[src/rtl/rand_range_sampler_pkg.sv]
// rand_range_sampler_pkg: FSM state encoding and default generator width shared by spawner blocks
package rand_range_sampler_pkg;
  localparam int RAND_W_DEF = 32;
  typedef enum logic [1:0] {IDLE = 2'd0, DRAW = 2'd1, HOLD = 2'd2} state_t;
endpackage

[src/rtl/rand_range_sampler_if.sv]
// rand_range_sampler_if: generator word, request/response handshakes, bounded value, fallback flag and reject count
interface rand_range_sampler_if #(
  parameter int RAND_W = rand_range_sampler_pkg::RAND_W_DEF,
  parameter int OUT_W = 10,
  parameter int CNT_W = 16
);
  logic [RAND_W-1:0] randnum;
  logic req;
  logic req_ready;
  logic out_valid;
  logic out_ready;
  logic fallback;
  logic [OUT_W-1:0] rand_out;
  logic [CNT_W-1:0] reject_cnt;
  modport master(output randnum, req, out_ready, input req_ready, out_valid, rand_out, fallback, reject_cnt);
  modport slave(input randnum, req, out_ready, output req_ready, out_valid, rand_out, fallback, reject_cnt);
endinterface

[src/rtl/rand_range_sampler_fold.sv]
// rand_range_sampler_fold: combinational XOR fold of the low and high OUT_W bits of a RAND_W word (randnum in, cand out)
module rand_range_sampler_fold #(
  parameter int RAND_W = 32,
  parameter int OUT_W = 10
) (
  input  logic [RAND_W-1:0] randnum,
  output logic [OUT_W-1:0]  cand
);
  logic unused;
  assign unused = ^randnum;
  assign cand = randnum[OUT_W-1:0] ^ randnum[RAND_W-1 -: OUT_W];
endmodule

[src/rtl/rand_range_sampler.sv]
// rand_range_sampler: rejection-samples [0,BOUND) from a generator word with capped retries and a halved fallback; ports clk, rst, bus (slave)
module rand_range_sampler
  import rand_range_sampler_pkg::*;
#(
  parameter int RAND_W = RAND_W_DEF,
  parameter int OUT_W = 10,
  parameter int BOUND = 640,
  parameter int MAX_TRIES = 8,
  parameter int CNT_W = 16
) (
  input logic clk,
  input logic rst,
  rand_range_sampler_if.slave bus
);
  localparam int TW = $clog2(MAX_TRIES) + 1;
  state_t state;
  logic [TW-1:0] tries;
  logic [OUT_W-1:0] cand;
  logic in_range, last;
  logic [CNT_W-1:0] cnt_next;
  rand_range_sampler_fold #(.RAND_W(RAND_W), .OUT_W(OUT_W)) u_fold (.randnum(bus.randnum), .cand(cand));
  assign in_range = {1'b0, cand} < (OUT_W+1)'(BOUND);
  assign last = tries == TW'(MAX_TRIES - 1);
  assign cnt_next = &bus.reject_cnt ? bus.reject_cnt : bus.reject_cnt + 1'b1;
  assign bus.req_ready = (state == IDLE) | ((state == HOLD) & bus.out_ready);
  always_ff @(posedge clk) begin
    if (rst) begin
      state <= IDLE;
      tries <= '0;
      bus.out_valid <= 1'b0;
      bus.rand_out <= '0;
      bus.fallback <= 1'b0;
      bus.reject_cnt <= '0;
    end else begin
      case (state)
        IDLE: if (bus.req) begin
          state <= DRAW;
          tries <= '0;
        end
        DRAW: if (in_range) begin
          bus.rand_out <= cand;
          bus.fallback <= 1'b0;
          bus.out_valid <= 1'b1;
          state <= HOLD;
        end else begin
          bus.reject_cnt <= cnt_next;
          if (last) begin
            bus.rand_out <= cand >> 1;
            bus.fallback <= 1'b1;
            bus.out_valid <= 1'b1;
            state <= HOLD;
          end else begin
            tries <= tries + 1'b1;
          end
        end
        HOLD: if (bus.out_ready) begin
          bus.out_valid <= 1'b0;
          tries <= '0;
          state <= bus.req ? DRAW : IDLE;
        end
        default: begin
          state <= IDLE;
          bus.out_valid <= 1'b0;
        end
      endcase
    end
  end
endmodule
[src/flat_wrapper.sv]
// flat-port wrapper written by rule: the top's interface ports become plain ports
module rand_range_sampler_flat import rand_range_sampler_pkg::*;
#(
  parameter int RAND_W = RAND_W_DEF,
  parameter int OUT_W = 10,
  parameter int BOUND = 640,
  parameter int MAX_TRIES = 8,
  parameter int CNT_W = 16
)
  (clk, rst, bus_randnum, bus_req, bus_out_ready, bus_req_ready, bus_out_valid, bus_rand_out, bus_fallback, bus_reject_cnt);
  rand_range_sampler_if #(.RAND_W(RAND_W), .OUT_W(OUT_W), .CNT_W(CNT_W)) bus_i ();
  input logic clk;
  input logic rst;
  input wire logic [$bits(bus_i.randnum)-1:0] bus_randnum;
  input wire logic [$bits(bus_i.req)-1:0] bus_req;
  input wire logic [$bits(bus_i.out_ready)-1:0] bus_out_ready;
  output wire logic [$bits(bus_i.req_ready)-1:0] bus_req_ready;
  output wire logic [$bits(bus_i.out_valid)-1:0] bus_out_valid;
  output wire logic [$bits(bus_i.rand_out)-1:0] bus_rand_out;
  output wire logic [$bits(bus_i.fallback)-1:0] bus_fallback;
  output wire logic [$bits(bus_i.reject_cnt)-1:0] bus_reject_cnt;
  assign bus_i.randnum = bus_randnum;
  assign bus_i.req = bus_req;
  assign bus_i.out_ready = bus_out_ready;
  assign bus_req_ready = bus_i.req_ready;
  assign bus_out_valid = bus_i.out_valid;
  assign bus_rand_out = bus_i.rand_out;
  assign bus_fallback = bus_i.fallback;
  assign bus_reject_cnt = bus_i.reject_cnt;
  rand_range_sampler #(.RAND_W(RAND_W), .OUT_W(OUT_W), .BOUND(BOUND), .MAX_TRIES(MAX_TRIES), .CNT_W(CNT_W)) u_core (.clk(clk), .rst(rst), .bus(bus_i));
endmodule
[config.mk]
export PLATFORM = sky130hd
export DESIGN_NAME = rand_range_sampler_flat
export DESIGN_NICKNAME = d
export VERILOG_FILES = /design/src/rtl/rand_range_sampler_pkg.sv /design/src/rtl/rand_range_sampler_if.sv /design/src/rtl/rand_range_sampler_fold.sv /design/src/rtl/rand_range_sampler.sv /design/src/flat_wrapper.sv
export SDC_FILE = /design/constraint.sdc
export NUM_CORES = 1
export LEC_CHECK = 0
export BUFFER_PORTS_ARGS = -buffer_cell sky130_fd_sc_hd__buf_4
export CORE_ASPECT_RATIO = 0.75
export CORE_UTILIZATION = 45
export DETAILED_ROUTE_END_ITERATION = 6
export GPL_TIMING_DRIVEN = 0
export PLACE_DENSITY = 0.85
export SYNTH_ARGS = -nofsm -noshare
export SYNTH_HDL_FRONTEND = slang
export SYNTH_SLANG_ARGS = --single-unit
[constraint.sdc]
create_clock -name clk -period 1.78 [get_ports clk]
set_input_delay 0.267 -clock clk [delete_from_list [all_inputs] [get_ports clk]]
set_output_delay 0.267 -clock clk [all_outputs]
set_load 0.03 [all_outputs]
After elaboration in Yosys (flattened, before gate mapping) --
Index checks and enable logic that the tools add are counted.
Word-level totals: register bits 34, output and inout bits 29
Cells by class: add/sub/neg operators 2, magnitude comparators 1, equality and inequality tests 8, multiplexer cells 18, bitwise operators 6, reduce and logical (&&, ||, !) cells 9
Operator list (number):
- 10-bit two-way mux | 2
- 16-bit by 1-bit adder with 16-bit output, second input constant | 1
- 4-bit two-way mux | 4
- 16-bit AND reduction | 1
- 4-bit one-hot mux with 3 select lines | 1
- 10-bit < comparator, second input constant | 1
- 10-bit XOR | 1
- 3-bit AND reduction | 3
- 2-bit two-way mux | 4
- 2-bit inequality test, second input constant | 4
- 2-bit one-hot mux with 3 select lines | 1
- 1-bit two-way mux | 5
- 5-bit AND reduction | 1
- 4-bit by 1-bit adder with 4-bit output, second input constant | 1
- 4-bit by 3-bit equality test with 1-bit output, second input constant | 1
- 3-bit by 1-bit inequality test with 1-bit output, second input constant | 1
- 1-bit inverter | 3
- 1-bit one-hot mux with 3 select lines | 1
- 3-bit nonzero test | 1
- 2-bit by 1-bit equality test with 1-bit output, second input constant | 1
- 2-bit equality test, second input constant | 1
- 2-bit zero test | 1
- 2-bit AND reduction | 1
- 2-bit nonzero test | 1
- other kinds (2) | 2

Logic depth before layout (Yosys ltp) --
depth after elaboration 4, mapped depth 6, mapped depth without buffers 5

By module --
A second synthesis with hierarchy kept.
Second synthesis, totals: cells, all modules 208, area total of the unflattened synthesis 1762.9 um^2
By module, submodules not included:
- rand_range_sampler | times used 1, cells an instance 198, area an instance 1675.4 um^2
- rand_range_sampler_fold | times used 1, cells an instance 10, area an instance 87.6 um^2

Worst setup path after synthesis --
No wires, ideal clock.
path kind reg-to-reg, start reg u_core.bus.reject_cnt[0], end reg u_core.bus.reject_cnt[12], data arrival time 1.913 ns, required time 1.657 ns, setup slack -0.256 ns, stages on the path, launching flop included 6, buffers on the path 0, cells stage by stage dfxtp_1 -> ha_1 -> nand2_1 -> or3_1 -> or4_1 -> mux2_1
On the way: word-level cells in the longest chain between the ends 3, elaborated cells between the ends (all ways) 4
RTL lines:
- start: declaration | RTL line rand_range_sampler_if.sv:16 | modport slave(input randnum, req, out_ready, output req_ready, out_valid, rand_out, fallback, reject_cnt);
- start signal: assignment | RTL line rand_range_sampler.sv:46 | bus.reject_cnt <= cnt_next;
- branches (longest 3 deep; another with 16-bit by 1-bit adder with 16-bit output)
Several ways; the timed one is not identified. A chain may end at the register's enable or synchronous reset.

Worst setup path after layout --
start reg u_core.bus.reject_cnt[6], end reg u_core.bus.reject_cnt[12]
The elaborated chain is that of the path after synthesis.

==> impl_metrics.py <==
metrics = {
    "run_status": {
        "status": "complete, but fails checks",
        "violations": "negative setup slack",
    },
    "logic_synthesis": {
        "synth_area_per_cell_um2": 8.57,
        "synth_seq_cells": 34,
        "synth_cells": 216,
        "ys.flop_type": "dfxtp_1",
        "synth_area_um2": 1850,
        "synth_top_family_by_area": "simple AND/OR/NAND/NOR gates",
        "postSynth.asyncResetShare": 0,
        "yosys.area_share.adder": 0.0135,
        "syn-num-nets": 254,
        "post_synth_num_cell_types": 42,
        "synth-compound-area-share": 0.199,
        "synth_top_area_cell": "dfxtp_1",
        "synth-xor-area-share": 0.0656,
        "synthTopCellsByArea": "dfxtp_1, a21oi_1, xor2_1",
        "synth_edf_count": 0,
        "yosys_warnings": 0,
        "yosysTopAreaCellShare": 0.368,
        "synth-simple-area-share": 0.239,
        "ys_seq_area_frac": 0.368,
        "synthMuxAreaShare": 0.0751,
    },
    "critical_path": {
        "start_kind": "flop",
        "crit_buf_inv": 0,
        "cp.arrival_ns": 2.02,
        "endpoint_kind": "flop",
        "crit_family": "simple AND/OR/NAND/NOR gates",
        "critPathMaxStageDelay_ns": 0.48,
        "path_max_fanout": 6,
        "cpMaxStageDelayCell": "or4_4",
        "required_ns": 1.96,
        "crit_chain": "nand4_1 -> a41o_1 -> or4_4 -> mux2_4",
        "critPathKind": "flop to flop",
    },
    "layout": {
        "final_cell_mix": "buf_4, a21oi_1, dfxtp_1, nand2_1, nand3_1",
        "area_growth_pct": 47.6,
        "final_cell_area_um2": 2730,
        "num-nets-final": 327,
        "n_fill_cell": 284,
        "mostFrequentLayoutCell": "buf_4",
        "antennaDiodeCount": 0,
        "drive_gt1_frac": 0.431,
    },
    "floorplan": {
        "die_h_um": 57.5,
        "io-pin-count": 65,
        "fp.dieW_um": 76.0,
        "start_util": 0.487,
        "design.die.area_um2": 4380,
        "core_area_um2": 3800,
        "row_count": 19,
    },
    "global_routing": {
        "grt_max_degree": 11,
        "antenna_found_initial": 0,
        "grt_pass1_wl_um": 8160,
        "grt_pass1_vias": 1710,
        "grt.overflow.total": 0,
        "grt_usage": 0.242,
    },
    "timing": {
        "setup_viol": 1,
        "fin_skew_ns": 0.00821,
        "slew_viol_final": 0,
        "rsz0062_at_grt": "yes",
        "hold_viol_final": 0,
        "slew_headroom": 0.509,
        "finalCriticalPeriod_ns": 1.84,
        "timing.fmax_mhz": 544,
        "period_share": 1.03,
        "setup_slack_ns": -0.0597,
        "tightest_slew_ns": 0.732,
    },
    "power": {
        "power_frac_clock": 0.343,
        "p_sw_frac": 0.293,
        "p_switching_uw": 510,
        "ir_drop_mv": 0.531,
        "p_int_uw": 1230,
        "p_leak_uw": 0.00103,
        "pwr-share-comb": 0.201,
        "power_uw": 1740,
        "seqPwrFrac": 0.456,
        "powerDensity_nw_per_um2": 636,
    },
    "routing": {
        "avgViaCountPerCell": 6.03,
        "route.vias.total": 2062,
        "drc": 0,
        "ant_nets": 0,
        "drt_wl_total_um": 5780,
        "first_iter_violations": 216,
        "routedWlPerCell_um": 16.9,
        "drt_first_pass_iters": 5,
    },
    "clock_tree": {
        "clock-sinks": 34,
        "hold_buffers": 0,
        "root_buffer": "clkbuf_8",
        "path_clk_slew_ns": 0.07,
        "cts_tree": "built",
        "clk_path_buf_depth": 2,
        "cts_made_buffers": 5,
        "h-tree-depth": 2,
        "clk-insertion-delay-late_ns": 0.29,
    },
    "placement": {
        "place_congestion": 0.877,
        "placed_cell_area_um2": 2350,
        "port_buffers": 51,
        "dp_hpwl_um": 3650,
    },
    "job": {
        "drv_cap": 0,
    },
    "hold_path": {
        "hold_class": "input pin to flop",
    },
}
==> stage by stage <==
stage               worst slack (ns)   util  hold slack, ns  TNS (ns)  cells
CTS                         -0.00838  0.668           0.240  -0.00838    331
detailed placement            -0.443  0.617           0.457     -2.91    319
finish                       -0.0597  0.718           0.238   -0.0597    342
global placement              -0.427  0.617           0.450     -2.51    319
global route                 -0.0755  0.718           0.271    -0.263    342
floorplan                    -0.0202      -           0.407   -0.0416    216
==> power groups by stage <==
stage	clock network [uW]	registers (uW)	logic, uW
6_report	597	792	349
5_1_grt	643	794	373
3_3_place_gp	0	812	305
4_1_cts	603	796	320
3_5_place_dp	0	813	312
2_1_floorplan	0	848	156
==> per-layer routing <==
metal	global-route usage	up-vias	wire [um]
met3	0.0608	8	447
li1	-	964	-
met5	0	-	0
met1	0.340	988	2600
met2	0.360	102	2650
met4	0.0879	0	83
==> state kept, by name, summed over array words and instances, names as in the netlist <==
signal,flops
u_core.bus.fallback,1
u_core.state,2
u_core.bus.reject_cnt,16
u_core.bus.rand_out,10
u_core.bus.out_valid,1
u_core.tries,4
==> worst reg2reg max path, cell delays in order (launching register included) <==
cell,delay (ns)
dfxtp_4,0.38
nand4_1,0.24
a41o_1,0.31
or4_4,0.48
mux2_4,0.31
==> final cells by class <==
class / instances / area, um^2 / share of cell area
Multi-Input combinational cell: 165 / 1260 / 0.463
Clock inverter: 1 / 5.00 / 0.00183
Timing Repair Buffer: 67 / 503 / 0.184
Clock buffer: 7 / 86.3 / 0.0316
Inverter: 8 / 30.0 / 0.0110
Buffer: 8 / 56.3 / 0.0206
Sequential cell: 34 / 722 / 0.264
Tap cell: 52 / 65.1 / 0.0238
==> cell usage after synthesis, types with 2 or more instances <==
library cell,instances
mux2_2,5
o31ai_1,8
ha_1,2
nor3_1,3
nand3b_1,3
o22ai_1,6
o21ai_0,5
nand2_1,14
nand4_1,5
nor4_1,10
xor2_1,8
mux2i_1,6
mux2_1,2
a21oi_1,21
o2111ai_1,3
nor2b_1,6
dfxtp_1,34
clkbuf_1,6
o211ai_1,2
or4_1,7
nand3_1,11
or3_1,4
inv_1,8
or2_2,4
nor2_1,9
xnor2_1,4
a211oi_1,5
==> kinds of logic (layout without fill, tap and decap cells) <==
kind of cell | Yosys count | in the layout
XOR/XNOR | 13 | 13
AND/OR/NAND/NOR | 80 | 80
flip-flops | 34 | 34
AO/OA/AOI/OAI | 57 | 57
buffers and inverters | 17 | 91
multiplexers | 13 | 13
adder cells (fa/ha/maj) | 2 | 2
==> worst paths after layout <==
| kind | cells after the start | slack, ns | start | end |
|---|---|---|---|---|
| setup reg to reg | 4 | -0.06 | u_core.bus.reject_cnt[6] | u_core.bus.reject_cnt[12] |
| setup / recovery | 4 | -0.06 | u_core.bus.reject_cnt[6] | u_core.bus.reject_cnt[12] |
| hold / removal | 3 | 0.24 | bus_req | u_core.state[0] |
| hold reg to reg | 2 | 0.47 | u_core.bus.out_valid | u_core.bus.out_valid |
==> what timing repair did <==
| action | in CTS | in global routing |
|---|---|---|
| buffers inserted | 5 | 11 |
| pin swaps | 1 | 8 |
| resized for setup | 15 | 25 |
| endpoints found under the setup margin | 11 | 18 |
Power figures use the tool's default switching activity.
